File: src/rtl/probe_capture.sv
// probe_capture: in-fabric capture buffer for internal debug probes.
//
// Samples a WIDTH-bit probe bus on qualified cycles (sample_en), keeps
// PRE_TRIG samples of history before a mask/value trigger, then fills
// the remaining DEPTH-PRE_TRIG entries and stops. The stored window is
// streamed out oldest-first with a one-cycle-latency read handshake.
//
// Optional feature: define PROBE_CAPTURE_TIMESTAMP_EN to store a 16-bit
// count of qualified samples since arm with every word; rd_data is then
// {timestamp, probe}, WIDTH+16 bits wide.
//
// Parameters:
//   WIDTH     probe bus width (1..64)
//   DEPTH     stored samples, power of two (8..4096)
//   PRE_TRIG  samples kept before the trigger (0 .. DEPTH-1)
//
// Ports:
//   clk         sole clock, rising edge
//   rst_n       synchronous active-low reset
//   sample_en   sample qualifier; capture advances only when 1
//   probe       signals under observation
//   arm         one-cycle pulse, (re)starts a capture from any state
//   trig_mask   1 = bit takes part in the trigger compare
//   trig_value  trigger compare value
//   trig_edge   0 = level trigger, 1 = rising edge of match
//   armed       capture in progress
//   triggered   trigger accepted for the current capture
//   done        window complete, readout available
//   rd_en       request next stored sample
//   rd_data     sample data (timestamp in the top 16 bits when enabled)
//   rd_valid    rd_data valid, one-cycle pulse
//   rd_last     marks the final (DEPTH-th) sample

module probe_capture #(
    parameter int unsigned WIDTH    = 16,
    parameter int unsigned DEPTH    = 256,
    parameter int unsigned PRE_TRIG = 32,
`ifdef PROBE_CAPTURE_TIMESTAMP_EN
    localparam int unsigned DW      = WIDTH + 16
`else
    localparam int unsigned DW      = WIDTH
`endif
) (
    input  logic             clk,
    input  logic             rst_n,
    input  logic             sample_en,
    input  logic [WIDTH-1:0] probe,
    input  logic             arm,
    input  logic [WIDTH-1:0] trig_mask,
    input  logic [WIDTH-1:0] trig_value,
    input  logic             trig_edge,
    output logic             armed,
    output logic             triggered,
    output logic             done,
    input  logic             rd_en,
    output logic [DW-1:0]    rd_data,
    output logic             rd_valid,
    output logic             rd_last
);

    localparam int unsigned AW = $clog2(DEPTH);
    localparam int unsigned CW = AW + 1;

    // Terminal values of the phase counter in PRETRIG and POST.
    localparam logic [CW-1:0] PRE_LAST  = CW'(PRE_TRIG - 1);
    localparam logic [CW-1:0] POST_LAST = CW'(DEPTH - PRE_TRIG - 1);
    localparam logic [AW-1:0] PRE_OFF   = AW'(PRE_TRIG);
    localparam logic [AW-1:0] RD_LAST   = AW'(DEPTH - 1);

    typedef enum logic [2:0] {
        StIdle,
        StPretrig,
        StWait,
        StPost,
        StDone
    } state_e;

    state_e           state_q;
    logic             armed_q;
    logic             triggered_q;
    logic             done_q;
    logic             rd_valid_q;
    logic             rd_last_q;
    logic [DW-1:0]    rd_data_q;

    logic [WIDTH-1:0] sample_q;
    logic             sample_vld_q;
    logic             prev_match_q;
    logic [AW-1:0]    wr_ptr_q;
    logic [AW-1:0]    trig_addr_q;
    logic [AW-1:0]    rd_ptr_q;
    logic [AW-1:0]    rd_cnt_q;
    logic [CW-1:0]    count_q;

    logic [DW-1:0]    mem [DEPTH];

    logic             capturing;
    logic             take_sample;
    logic             process;
    logic             match;
    logic             trig_hit;
    logic             wr_en;
    logic             rd_fire;
    logic [DW-1:0]    wr_data;

    // Compare runs on the registered sample, so it lines up with the write
    // of that same sample one cycle after it was taken.
    always_comb begin
        capturing   = (state_q == StPretrig) || (state_q == StWait) || (state_q == StPost);
        take_sample = sample_en && capturing && !arm;
        process     = sample_vld_q && capturing;
        match       = ((sample_q ^ trig_value) & trig_mask) == '0;
        trig_hit    = trig_edge ? (match && !prev_match_q) : match;
        wr_en       = process && !arm;
        rd_fire     = (state_q == StDone) && rd_en && !arm;
    end

`ifdef PROBE_CAPTURE_TIMESTAMP_EN
    logic [15:0] ts_cnt_q;
    logic [15:0] sample_ts_q;

    // Timestamp travels with its sample through the input register.
    always_ff @(posedge clk) begin
        if (!rst_n) begin
            ts_cnt_q    <= '0;
            sample_ts_q <= '0;
        end else if (arm) begin
            ts_cnt_q    <= '0;
        end else if (take_sample) begin
            sample_ts_q <= ts_cnt_q;
            ts_cnt_q    <= ts_cnt_q + 16'd1;
        end
    end

    assign wr_data = {sample_ts_q, sample_q};
`else
    assign wr_data = sample_q;
`endif

    // Storage has no reset; every readable address is rewritten by a
    // complete capture before done is raised.
    always_ff @(posedge clk) begin
        if (wr_en) begin
            mem[wr_ptr_q] <= wr_data;
        end
    end

    always_ff @(posedge clk) begin
        if (!rst_n) begin
            state_q      <= StIdle;
            armed_q      <= 1'b0;
            triggered_q  <= 1'b0;
            done_q       <= 1'b0;
            rd_valid_q   <= 1'b0;
            rd_last_q    <= 1'b0;
            rd_data_q    <= '0;
            sample_q     <= '0;
            sample_vld_q <= 1'b0;
            prev_match_q <= 1'b1;
            wr_ptr_q     <= '0;
            trig_addr_q  <= '0;
            rd_ptr_q     <= '0;
            rd_cnt_q     <= '0;
            count_q      <= '0;
        end else begin
            rd_valid_q <= 1'b0;
            rd_last_q  <= 1'b0;

            if (arm) begin
                // Restart from any state; a same-cycle read and any sample
                // still in the input register are dropped.
                state_q      <= (PRE_TRIG == 0) ? StWait : StPretrig;
                armed_q      <= 1'b1;
                triggered_q  <= 1'b0;
                done_q       <= 1'b0;
                sample_vld_q <= 1'b0;
                prev_match_q <= 1'b1;
                wr_ptr_q     <= '0;
                count_q      <= '0;
            end else begin
                sample_vld_q <= take_sample;
                if (take_sample) begin
                    sample_q <= probe;
                end

                if (process) begin
                    wr_ptr_q     <= wr_ptr_q + AW'(1);
                    prev_match_q <= match;
                    case (state_q)
                        StPretrig: begin
                            if (count_q == PRE_LAST) begin
                                state_q <= StWait;
                                count_q <= '0;
                            end else begin
                                count_q <= count_q + CW'(1);
                            end
                        end
                        StWait: begin
                            if (trig_hit) begin
                                trig_addr_q <= wr_ptr_q;
                                triggered_q <= 1'b1;
                                // Trigger sample is post-sample 1.
                                if (POST_LAST == '0) begin
                                    state_q  <= StDone;
                                    armed_q  <= 1'b0;
                                    done_q   <= 1'b1;
                                    rd_ptr_q <= wr_ptr_q - PRE_OFF;
                                    rd_cnt_q <= '0;
                                end else begin
                                    state_q  <= StPost;
                                    count_q  <= CW'(1);
                                end
                            end
                        end
                        StPost: begin
                            if (count_q == POST_LAST) begin
                                state_q  <= StDone;
                                armed_q  <= 1'b0;
                                done_q   <= 1'b1;
                                rd_ptr_q <= trig_addr_q - PRE_OFF;
                                rd_cnt_q <= '0;
                            end else begin
                                count_q <= count_q + CW'(1);
                            end
                        end
                        default: ;
                    endcase
                end

                if (rd_fire) begin
                    rd_data_q  <= mem[rd_ptr_q];
                    rd_valid_q <= 1'b1;
                    rd_ptr_q   <= rd_ptr_q + AW'(1);
                    rd_cnt_q   <= rd_cnt_q + AW'(1);
                    if (rd_cnt_q == RD_LAST) begin
                        rd_last_q <= 1'b1;
                        state_q   <= StIdle;
                        done_q    <= 1'b0;
                    end
                end
            end
        end
    end

    assign armed     = armed_q;
    assign triggered = triggered_q;
    assign done      = done_q;
    assign rd_data   = rd_data_q;
    assign rd_valid  = rd_valid_q;
    assign rd_last   = rd_last_q;

endmodule
File: config.mk
export PLATFORM = sky130hd
export DESIGN_NAME = probe_capture
export DESIGN_NICKNAME = d
export VERILOG_FILES = /design/src/rtl/probe_capture.sv
export SDC_FILE = /design/constraint.sdc
export NUM_CORES = 2
export LEC_CHECK = 0
export CORE_MARGIN = 5
export CORE_UTILIZATION = 47
export CTS_CLUSTER_SIZE = 25
export DETAILED_ROUTE_END_ITERATION = 10
export SLEW_MARGIN = 10
export SYNTH_ARGS = -nofsm -noshare
export SYNTH_HDL_FRONTEND = slang
export SYNTH_SLANG_ARGS = --single-unit
File: constraint.sdc
create_clock -name clk -period 6 [get_ports clk]
set_input_delay 1.2 -clock clk [delete_from_list [all_inputs] [get_ports clk]]
set_output_delay 1.2 -clock clk [all_outputs]
set_load 0.1 [all_outputs]
==> key figures <==
Finish
  • Number of nets in the layout: between 7,000 and 8,000
  • Final instance count without filler cells: 12,700
  • Non-Filler Cell Area, Final: between 150,000 and 200,000 um2
  • Area Growth Syn to Fin: 13.6%
  • FILL cells: about 26,000
  • Share of cells above drive strength 1: 27.0%

Critical path
  • Setup crit start: rd_ptr_q[0]
  • CP Capture Type: register
  • Worst r2r path cells: 8
  • Critical path class: reg2reg
  • Crit-path max FO: 78
  • Critical path launch point type: register
  • R2r endpoint: rd_data[10]
  • Worst EP required: 6.85 ns
  • Setup slack, reg-to-reg: approximately 1.0 ns
  • CP arrival: between 5 and 6 ns
  • Reg2reg start: rd_ptr_q[0]

Floorplan
  • Site row count: 215
  • Core region area: between 300,000 and 400,000 um2
  • Die height: 596 um
  • Die outline width: 596 um
  • Die ar.: 355,000 um2
  • I/O Pins: 75
  • Initial Util: 47.1%

Synthesis
  • Syn_area_per_cell: 22.3 um2
  • EDFF count, synth: 4,096
  • Gate count of the mapped netlist: 7,218
  • Post-synth cell types: 65
  • Yosys top cell area share: 76.3%
  • Sequential share of the synthesized area: 77.4%
  • Top FF cell, synth: edfxtp_1
  • Most frequent cell after synthesis: edfxtp_1
  • Top cells by count, synth: 4,096 x edfxtp_1, 1,052 x mux4_2, 362 x mux2i_1
  • Syn nets: 7,280
  • Yosys warning count: 0
  • Area leader, netlist: edfxtp_1
  • FFs w/ async S/R, synth: 0%
  • Synthesized area: approximately 160,000 um2
  • Top cells by area, synth: edfxtp_1 76%, mux4_2 15%, mux2i_1 2.2%
  • Yosys reg bits: 4,179

Place
  • Dpl cells: roughly 12,000
  • Hpwl dp: 256,000 um
  • Placed Instance Area: about 170,000 um2
  • Port bufs: 74
  • Post-place setup slack: ~0.58 ns
  • Gpl congestion: 0.887

Timing
  • RSZ-0062 raised after global routing: no
  • Setup ws final: 1.01 ns
  • Final Critical Period: about 5.0 ns
  • Fin. Hold Viols: 0
  • Setup-failing EPs final: 0
  • Worst slew pin tran: 1.37 ns
  • Final Max Slew Viols: 0
  • Max-Slew Margin vs Limit: 8.61%
  • Layout Skew: ~0.048 ns
  • FMAX: 200 MHz
  • Fraction of the cycle the final worst path needs: 83.2%
  • Setup TNS: 0 ns

Detailed routing
  • Pre-antenna DRT Iters: 9
  • Initial detailed-routing violation count: 10,900
  • Routed WL per cell: 33.9 um
  • Met2 WL post-DR: 204,000 um
  • DRT antenna net count: 0
  • Met3 routed WL: 39,600 um
  • Vias/cell: 6.21
  • Top sig layer: met5
  • Vias: 78,600
  • Routed WL: 429,000 um
  • M1 WL: around 170,000 um
  • DRC violations left: 0

Power and ir drop
  • Pwr Density: 318 nW/um2
  • Max VDD drop: 0.000250 V
  • Total power draw: 58,200 uW
  • LEAKAGE: 0.0591 uW

Clock tree
  • CTS buffer count: 416
  • Worst-path clk slew: 0.07 ns
  • Postcts setup bufs: 0
  • CTS Root Cell: clkbuf_16
  • Cts repair resizes: 0
  • # hold bufs at CTS: 0
  • Worst-Skew Late Latency: 0.97 ns
  • CTS Buffer Depth: 4
  • CTS tree: built
  • Clock H-tree levels: 5
  • CTS Sinks: 4,179

Worst hold path
  • Worst hold path class: reg2reg
  • Worst-case hold path end point: rd_cnt_q[6]
  • Hold path depth: 1
  • Worst Hold Launch: rd_cnt_q[6]

GRT
  • Largest net degree at the start of global routing: 184
  • Global-route wire length before repair: 607,000 um
  • Total gr overflow: 0
  • Initial antenna violation count: 26
  • Vias in the first global route: 79,200
  • GRT Overall Usage: 23.9%

Status
  • Status: finished clean

Job
  • Max Cap Viol: 0
==> sequential cells by signal (all words and copies together), names as in the netlist, 3 cells and up <==
register / flops
mem: 4096
rd_data: 16
sample_q: 16
count_q: 9
rd_cnt_q: 8
rd_ptr_q: 8
trig_addr_q: 8
wr_ptr_q: 8
state_q: 3
==> area by class of cell <==
class                   instances  area, um2  share of cell area (%)
flip-flops and latches       4179     125000                    68.1
multi-input cells            2610      34400                    18.8
clock buffers                 505      11000                    5.99
well taps                    4557       5700                    3.11
repair buffers                531       4650                    2.54
clock inverters               261       2650                    1.45
inverters                      10       45.0                  0.0246
diodes                         10       25.0                  0.0137
==> stage by stage <==
stage	util [%]	hold WS, ns
finish	53.5	0.488
CTS	53.5	0.483
global placement	49.5	0.438
detailed placement	49.5	0.470
global route	53.5	0.498
floorplan	-	0.424
==> cell families after synthesis <==
family | synth area share (%)
flip-flops | 77.4
XOR/XNOR | 0.168
AO/OA/AOI/OAI | 2.22
AND/OR/NAND/NOR | 1.80
adder cells (fa/ha/maj) | 0.0621
multiplexers | 17.0
buffers and inverters | 1.42
==> worst max-delay path: stages, from the launching register on <==
cell      delay [ns]
dfxtp_4         1.22
buf_12          0.54
mux4_2          0.60
mux2i_1         0.29
o22ai_1         0.21
a211oi_1        0.85
o21ai_1         0.55
nand4b_1        0.30
o21ai_1         0.08
==> where the power goes <==
group          switching [uW]  leakage [uW]  internal (uW)  total, uW
combinational             248        0.0108           54.9        303
sequential               57.7        0.0417          31800      31900
clock                   11000       0.00665          15000      26000
==> cells in the final DEF (no fill, tap or decap), types with 33 or more instances in the layout <==
cell,n
clkinv_2,84
clkbuf_1,77
nor2_1,335
nand3_1,33
mux2i_1,362
buf_4,418
nand2_1,103
clkinv_1,94
o21ai_0,40
clkdlybuf4s50_1,73
bufinv_16,47
o22ai_1,120
a221oi_1,39
clkbuf_16,425
buf_12,39
mux4_2,1052
dfxtp_1,60
edfxtp_1,4096
a21oi_1,35
==> routing by layer <==
metal / vias to the layer above / GRT usage [%]
met3: 706 / 4.62
li1: 31700 / -
met4: 4 / 7.72
met5: - / 0
met1: 42300 / 34.1
met2: 3931 / 37.7
==> worst max path at each step <==
stage / end / cells after the start
floorplan: count_q[1] / 7
global placement: rd_data[10] / 7
detailed placement: rd_data[10] / 7
CTS: rd_data[10] / 8
global route: rd_data[10] / 8
finish: rd_data[10] / 8
Note: power is estimated with default switching activity, not from simulation.
